**src/rtl/mem_ctrl_pkg.sv**
```systemverilog
// mem_ctrl_pkg: shared definitions for the byte-wide memory controller.
//   state_t   - controller FSM state encoding
//   LANE_BITS - number of byte-address bits that select a lane in a word
//   WORD_W    - SRAM word width in bits
package mem_ctrl_pkg;

    localparam int unsigned LANE_BITS = 2;
    localparam int unsigned WORD_W    = 32;

    typedef enum logic [2:0] {
        IDLE,
        RD_ISSUE,
        RD_WAIT,
        WR_ISSUE,
        WR_WAIT,
        WR_COMMIT,
        RESP
    } state_t;

endpackage

```
**src/rtl/byte_lane.sv**
```systemverilog
// byte_lane: combinational little-endian lane extract and lane merge.
//   word   - 32-bit source word
//   lane   - lane select (lane k = bits [8k+7:8k])
//   wbyte  - byte to insert into the selected lane
//   rbyte  - selected lane of word
//   merged - word with the selected lane replaced by wbyte
module byte_lane
    import mem_ctrl_pkg::*;
(
    input  logic [WORD_W-1:0]    word,
    input  logic [LANE_BITS-1:0] lane,
    input  logic [7:0]           wbyte,
    output logic [7:0]           rbyte,
    output logic [WORD_W-1:0]    merged
);

    // Bit offset of the lane: lane * 8.
    logic [LANE_BITS+2:0] base;

    always_comb begin
        base           = {lane, 3'b000};
        rbyte          = word[base +: 8];
        merged         = word;
        merged[base +: 8] = wbyte;
    end

endmodule

```
**src/rtl/byte_mem_ctrl.sv**
```systemverilog
// byte_mem_ctrl: byte-wide processor bus to 32-bit word SRAM controller with a
// one-word line buffer. Writes are read-modify-write on the buffered word.
//   clk, reset           - clock, synchronous active-high reset
//   memread, memwrite    - requests, held until ready (both high = write)
//   adr, writedata       - byte address and write byte
//   memdata              - registered read byte
//   ready                - one-cycle completion pulse
//   sram_en, sram_we     - SRAM access enable / write enable
//   sram_addr            - SRAM word address
//   sram_wdata           - SRAM write word
//   sram_rdata           - SRAM read word, valid the cycle after a read issue
module byte_mem_ctrl
    import mem_ctrl_pkg::*;
#(
    parameter int WIDTH = 8,
    parameter int AW    = WIDTH - 2
) (
    input  logic              clk,
    input  logic              reset,
    input  logic              memread,
    input  logic              memwrite,
    input  logic [WIDTH-1:0]  adr,
    input  logic [WIDTH-1:0]  writedata,
    output logic [WIDTH-1:0]  memdata,
    output logic              ready,
    output logic              sram_en,
    output logic              sram_we,
    output logic [AW-1:0]     sram_addr,
    output logic [WORD_W-1:0] sram_wdata,
    input  logic [WORD_W-1:0] sram_rdata
);

    state_t              state_q, state_d;
    logic [WIDTH-1:0]    adr_q, adr_d;
    logic [WIDTH-1:0]    wdata_q, wdata_d;
    logic [WIDTH-1:0]    memdata_q, memdata_d;
    logic [WORD_W-1:0]   buf_word_q, buf_word_d;
    logic [AW-1:0]       buf_tag_q, buf_tag_d;
    logic                buf_valid_q, buf_valid_d;

    logic [AW-1:0]        in_tag, lat_tag;
    logic                 hit;
    logic [WORD_W-1:0]    lane_word;
    logic [LANE_BITS-1:0] lane_sel;
    logic [7:0]           lane_rbyte;
    logic [WORD_W-1:0]    lane_merged;

    assign in_tag  = AW'(adr >> LANE_BITS);
    assign lat_tag = AW'(adr_q >> LANE_BITS);
    assign hit     = buf_valid_q && (buf_tag_q == in_tag);

    // One lane unit serves three uses: read-hit extract (incoming lane, buffer),
    // miss fill extract (latched lane, SRAM word) and write merge (latched lane, buffer).
    always_comb begin
        lane_word = (state_q == RD_WAIT) ? sram_rdata : buf_word_q;
        lane_sel  = (state_q == IDLE) ? adr[LANE_BITS-1:0] : adr_q[LANE_BITS-1:0];
    end

    byte_lane u_lane (
        .word   (lane_word),
        .lane   (lane_sel),
        .wbyte  (wdata_q[7:0]),
        .rbyte  (lane_rbyte),
        .merged (lane_merged)
    );

    always_comb begin
        state_d     = state_q;
        adr_d       = adr_q;
        wdata_d     = wdata_q;
        memdata_d   = memdata_q;
        buf_word_d  = buf_word_q;
        buf_tag_d   = buf_tag_q;
        buf_valid_d = buf_valid_q;
        ready       = 1'b0;
        sram_en     = 1'b0;
        sram_we     = 1'b0;
        unique case (state_q)
            IDLE: begin
                if (memwrite) begin
                    adr_d   = adr;
                    wdata_d = writedata;
                    state_d = hit ? WR_COMMIT : WR_ISSUE;
                end else if (memread) begin
                    adr_d   = adr;
                    state_d = hit ? RESP : RD_ISSUE;
                    if (hit) memdata_d = WIDTH'(lane_rbyte);
                end
            end
            RD_ISSUE: begin
                sram_en = 1'b1;
                state_d = RD_WAIT;
            end
            RD_WAIT: begin
                buf_word_d  = sram_rdata;
                buf_tag_d   = lat_tag;
                buf_valid_d = 1'b1;
                memdata_d   = WIDTH'(lane_rbyte);
                state_d     = RESP;
            end
            WR_ISSUE: begin
                sram_en = 1'b1;
                state_d = WR_WAIT;
            end
            WR_WAIT: begin
                buf_word_d  = sram_rdata;
                buf_tag_d   = lat_tag;
                buf_valid_d = 1'b1;
                state_d     = WR_COMMIT;
            end
            WR_COMMIT: begin
                sram_en    = 1'b1;
                sram_we    = 1'b1;
                buf_word_d = lane_merged;
                state_d    = RESP;
            end
            RESP: begin
                ready   = 1'b1;
                state_d = IDLE;
            end
            default: state_d = IDLE;
        endcase
    end

    assign sram_addr  = lat_tag;
    assign sram_wdata = lane_merged;
    assign memdata    = memdata_q;

    always_ff @(posedge clk) begin
        if (reset) begin
            state_q     <= IDLE;
            memdata_q   <= '0;
            buf_valid_q <= 1'b0;
        end else begin
            state_q     <= state_d;
            memdata_q   <= memdata_d;
            buf_valid_q <= buf_valid_d;
        end
        adr_q      <= adr_d;
        wdata_q    <= wdata_d;
        buf_word_q <= buf_word_d;
        buf_tag_q  <= buf_tag_d;
    end

endmodule

```
**config.mk**
```make
export PLATFORM = sky130hd
export DESIGN_NAME = byte_mem_ctrl
export DESIGN_NICKNAME = d
export VERILOG_FILES = /design/src/rtl/mem_ctrl_pkg.sv /design/src/rtl/byte_lane.sv /design/src/rtl/byte_mem_ctrl.sv
export SDC_FILE = /design/constraint.sdc
export NUM_CORES = 1
export LEC_CHECK = 0
export ABC_CLOCK_PERIOD_IN_PS = 4500
export CAP_MARGIN = 5
export CELL_PAD_IN_SITES_DETAIL_PLACEMENT = 1
export CELL_PAD_IN_SITES_GLOBAL_PLACEMENT = 2
export CORE_MARGIN = 3
export CORE_UTILIZATION = 30
export DETAILED_ROUTE_END_ITERATION = 8
export PLACE_DENSITY_LB_ADDON = 0.1
export SLEW_MARGIN = 20
export SYNTH_ARGS = -nofsm -noshare
export SYNTH_HDL_FRONTEND = slang
export SYNTH_HIERARCHICAL = 1
export SYNTH_SLANG_ARGS = --single-unit
export TNS_END_PERCENT = 20
```
**constraint.sdc**
```tcl
create_clock -name clk -period 4.5 [get_ports clk]
set_clock_uncertainty 0.15 [all_clocks]
set_input_delay 0.675 -clock clk [delete_from_list [all_inputs] [get_ports clk]]
set_output_delay 0.675 -clock clk [all_outputs]
set_load 0.005 [all_outputs]
```
* Word level (Yosys, flattened, before mapping) *
Index checks and enable logic that the tools add are counted.

storage, ports and cells
  register bits = 66
  bits of input ports = 52
  output and inout port bits = 49
  word-level logic and storage cells = 51

cells by class
  $add $sub $neg = 1
  equality and inequality tests = 11
  shift-type cells = 3
  multiplexer cells = 18
  reductions and logical operators = 11

operator list
  operator                number
  $pmux 32 s2             1
  $mux 8                  5
  $bwmux 32               1
  $mux 32                 1
  $shift 8x7->32 const A  1
  $shiftx 32x6->8         1
  $shiftx 8x7->32         1
  $pmux 8 s2              1
  $pmux 3 s5              1
  $mux 3                  4
  $eq 3x3->1 const B      3
  $neg 5->7               1
  $eq 3x2->1 const B      2
  $eq 6x6->1              1
  $ne 2x2->1 const B      3
  $reduce_bool 2->1       3
  $reduce_and 2->1        2
  $reduce_and 4->1        1
  $reduce_or 2->1         2
  $eq 3x1->1 const B      1
  $logic_not 3->1         1
  $mux 1                  3
  $ne 3x3->1 const B      1
  $reduce_or 3->1         1
  2 further kinds         2

* Longest topological paths before layout *
  depth after elaboration = 7
  gate-level depth with buffers = 11
  gate-level depth less buffers = 8

* Modules after synthesis *
The synthesis kept the hierarchy.

by module, submodules not included
  module         times used  cells each  area each (um^2)  seq. area each (um^2)
  byte_mem_ctrl  1           282         3194.3            1861.8
  byte_lane      1           64          671.9             0.0

* Worst setup path before layout *
Ideal clock, no wire load.

  path type = flip-flop to flip-flop
  start point = reg state_q[1]
  end point = reg buf_word_q[0], enable pin
  library setup time = 0.466 ns
  data arrival time = 2.851 ns
  required time = 3.884 ns
  slack = 1.034 ns
  cell stages (with the launch flop) = 4
  path buffers = 1
  clock period less this slack = 3.466 ns
  cells stage by stage = dfxtp_1 > buf_2 > xnor2_1 > o21ai_0

between the ends
  cells in the longest elaborated chain, start to end = 3
  elaborated cells between the ends (all ways) = 5
  those cells by class = eq/ne (3); reduce/logical (2)

ends and longest elaborated chain
  element                                          line                  source
  from (decl)                                      byte_mem_ctrl.sv:33   state_t state_q, state_d;
  from (signal assigned)                           byte_mem_ctrl.sv:135  state_q <= state_d;
  $eq 3x2->1 / $eq 3x3->1 (equally long branches)  byte_mem_ctrl.sv:78   unique case (state_q)
  $reduce_or 2->1 (no line)                        n/a
  $reduce_bool 2->1 (no line) *                    n/a
  to (signal assigned)                             byte_mem_ctrl.sv:141  buf_word_q <= buf_word_d;
  to (decl)                                        byte_mem_ctrl.sv:37   logic [WORD_W-1:0] buf_word_q, buf_word_d;

Every way passes the cells marked *; elsewhere a longest branch is shown, timed or not.
A chain may end at the register's enable or synchronous reset.

* Worst setup path after layout *
  start point = reg state_q[0]
  end point = out sram_wdata[23]

between the ends
  cells in the longest elaborated chain, start to end = 5
  elaborated cells between the ends (all ways) = 8
  those cells by class = add/sub (1); eq/ne (1); shift (2); mux (3); reduce/logical (1)

ends and longest elaborated chain
  element                                                   line                 source
  $logic_not 3->1 *                                         byte_mem_ctrl.sv:56  lane_sel = (state_q == IDLE) ? adr[LANE_BITS-1:0] : adr_q[LANE_BITS-1:0];
  $mux 2 *                                                  byte_mem_ctrl.sv:56
  named net lane_sel[1]                                     byte_mem_ctrl.sv:44  logic [LANE_BITS-1:0] lane_sel;
  $neg 5->7 *                                               byte_lane.sv:24      merged[base +: 8] = wbyte;
  $shiftx 8x7->32 / $shift 8x7->32 (equally long branches)  byte_lane.sv:24
  $bwmux 32 *                                               byte_lane.sv:24
  to (decl)                                                 byte_mem_ctrl.sv:29  output logic [WORD_W-1:0] sram_wdata,

The timed path passes the listed nets; every way through them passes the cells marked *.

==> summary.txt <==
Synthesis
  – Main synth FF type: edfxtp_1
  – Synth Area in Adders: approximately 1.9%
  – Number of synthesized register bits: 66
  – Compound-Gate Fraction of Synth Area: between 8 and 9%
  – Mapped cell area: 3866 sq um
  – Mux cell area share after synthesis: 16.63%
  – Post-synth cell types: 37
  – Post-synthesis xor/xnor area fraction: 1.586%
  – Syn Inst Count: approximately 350
  – FFs w/ async S/R, synth: 0%
  – YS warnings: 6
  – Fraction of the yosys area taken by sequential cells: 48.16%
  – Syn avg cell area: 11.17 sq um
  – Post-synth EDFFs: 54
  – Largest family of logic cells by synthesized area: simple AND/OR/NAND/NOR gates
  – Area fraction in and, or, nand and nor cells after synthesis: 17.54%
  – Syn nets: 404

Job
  – Max-cap violations: 0

Global route
  – GRT overflow: 0
  – Grt met2 use: 28.53%
  – Most used routing layer: met2
  – Initial antenna violation count: 0
  – Met1 GRT Util: a little over a fifth
  – Vias in the first global route: approximately 3,100
  – Global-route wire length before repair: between 15,000 and 20,000 um
  – M3 GR Usage: between 4 and 5%
  – Global Route Usage Sum: ~17%
  – Largest net degree at the start of global routing: 35

Final layout
  – Most frequent cells in the layout: 100 x clkdlybuf4s50_1, 97 x nand2_1, 54 x edfxtp_1
  – Area of the multi-input gates: 1795 sq um
  – Non-filler instance count after layout: 610
  – Layout cell share with drive strength beyond 1: between 10% and 20%
  – Final antenna diode count: 0
  – Final Cell Area: approximately 5300 sq um
  – Fill cells: 1,377
  – Commonest non-fill, non-tap cell in the layout: clkdlybuf4s50_1
  – Net count, final: 495
  – Area Overhead vs Synth: 35.89%
  – Post-layout util: between 40% and 50%
  – Flip-flop and latch area: 1862 sq um

Power and ir drop
  – Combinational share of power: between 30% and 40%
  – Worst vdd ir: 0.0001869 V
  – Sequential power share: 34.0%
  – Leak: 0.002025 uW
  – PwrDens: 470.1 nW/um^2
  – Net Sw Power: 734.7 uW
  – Sw frac: 29.74%
  – Clk pwr share: between 20 and 30%
  – Internal: roughly 1700 uW

Detailed routing
  – Post-route ant nets: 0
  – WL final: 11,660 um
  – Via density: 4.800
  – DRC: 0
  – First-pass DRT Iterations: 5
  – Via count: between 2,000 and 3,000
  – Routed WL per cell: 19.11 um
  – Initial DRC Count: about 120

Hold path
  – Hold_sp: adr_q[2]
  – Worst Hold Class: flop to flop

Clock network
  – CTS tree: built
  – TritonCTS buffer count: 9
  – Hold-fix buffers, CTS: 0
  – Clock Tree Buf Depth: 2
  – Root Driver: clkbuf_16
  – CTS H-tree lvls: 3
  – CTS resizes: 0
  – # clock sinks: 66
  – Postcts setup bufs: 0
  – Clock transition at path regs: 0.05 ns
  – Latest clock arrival within the worst-skew pair: 0.33 ns

Timing
  – RSZ-0062 raised after global routing: no
  – Final TNS setup: 0 ns
  – Worst Max-Slew Pin Slew: 0.8253 ns
  – Final setup vio count: 0
  – Final worst setup slack: 0.2942 ns
  – Final max-slew violation count: 0
  – Worst slew margin: 44.87%
  – Period utilization: 93.46%
  – Final hold violations: 0
  – Fmax: 237.8 MHz
  – Min Tclk post-route: 4.206 ns

Place
  – Placed Cells: 594
  – Placed cell areas: 4955 sq um
  – Setup WS pre-CTS: 0.3297 ns
  – Gpl congestion: ~0.76
  – DP HPWL: between 8000 and 9000 um
  – Buffers on Ports: 100

Critical path
  – CP Class: flop to output port
  – Crit path max-delay family: buffers and inverters
  – Critical path cell sequence: nor3_1 > buf_4 > mux2_2 > inv_1 > ha_1 > nor3b_4 > a32o_1 > clkdlybuf4s50_1
  – Crit path launch type: flop
  – CP Data Required Time: 3.67 ns
  – Crit path max fanout: 11
  – CP max stage cell: dfxtp_1
  – Crit path from: state_q[0]
  – Reg2reg start: state_q[0]
  – Worst R2R Setup Slack: ~1.6 ns
  – WP data arrival: 3.38 ns
  – Crit. End Element: output port
  – CP bufs+invs: 3
  – Crit-path max cell delay: 0.54 ns

Die
  – I/O pins: 101
  – Die X: around 120 um
  – Die Area: 14,290 sq um
  – Starting Density: 31.40%
  – FP Rows: 40
  – Core box area: 12,310 sq um
  – Die Ht: 119.5 um

Outcome
  – Run status: finished clean
-- worst reg2reg max path, cell delays in order (launching register included) --
cell     delay, ns
dfxtp_1       0.54
nor3_1        0.10
buf_4         0.17
mux2_2        0.44
inv_1         0.14
ha_1          0.36
nor3b_4       0.46
a32o_1        0.32
nand2_1       0.07
nand2_1       0.06
-- cells by family after synthesis --
family,Yosys count
muxes,50
and+or+nand+nor,144
xor gates and xnor gates,7
buffers and inverters,36
AOI/OAI and AO/OA,37
adders and majority gates,6
DFF,66
-- metal layers --
layer / wire length (um) / part of all wire (%)
met1: 5114 / 44
met2: 5777 / 50
met3: 597 / 5.1
met4: 171 / 1.5
met5: 0 / 0
-- power by group through the flow --
stage | sequential [uW] | combinational (uW) | clock, uW
global route | 853 | 993 | 758
detailed placement | 854 | 928 | 0
CTS | 842 | 935 | 735
floorplan | 837 | 523 | 0
finish | 840 | 915 | 715
global placement | 849 | 922 | 0
-- through the flow --
stage | hold slack [ns] | power, uW
CTS | 0.2967 | 2512
floorplan | 0.2777 | 1360
finish | 0.2958 | 2470
global placement | 0.2815 | 1771
global route | 0.3081 | 2603
detailed placement | 0.2885 | 1782
-- synth_stat cells (2+ instances only) --
library cell  number  area, sq um
nand2_1           97        364.1
edfxtp_1          54         1622
mux2_2            34        382.9
a22o_1            22        192.7
nand2b_1          18        112.6
dfxtp_1           12        240.2
buf_4             11        82.58
nor2_1            11        41.29
a32o_1             9        90.09
inv_1              9        33.78
mux2i_1            8        80.08
mux4_2             8        180.2
clkbuf_1           7        26.28
ha_1               6        75.07
xor2_1             6        52.55
buf_2              5        25.02
buf_6              4        45.04
nor2b_1            3        18.77
a21oi_1            2        10.01
and2_1             2        12.51
o21ai_0            2        10.01
-- registers in the layout (all words and copies together), names as in the netlist --
signal / count
wdata_q: 8
buf_word_q: 32
state_q: 3
buf_valid_q: 1
adr_q: 8
memdata: 8
buf_tag_q: 6
-- final timing paths --
path | end | depth (start not counted)
max | sram_wdata[23] | 8
min | buf_tag_q[0] | 0
max reg2reg | buf_word_q[23] | 9
min reg2reg | buf_tag_q[0] | 0
-- final cells by class --
type / instances / share of cell area [%]
repair buffers: 107 / 20.05
clock inverters: 3 / 0.7383
multi-input cells: 244 / 34.17
clock buffers: 13 / 4.954
inverters: 9 / 0.6430
well taps: 168 / 4.001
flip-flops and latches: 66 / 35.44
No activity file was read; power rests on OpenSTA's default activity.
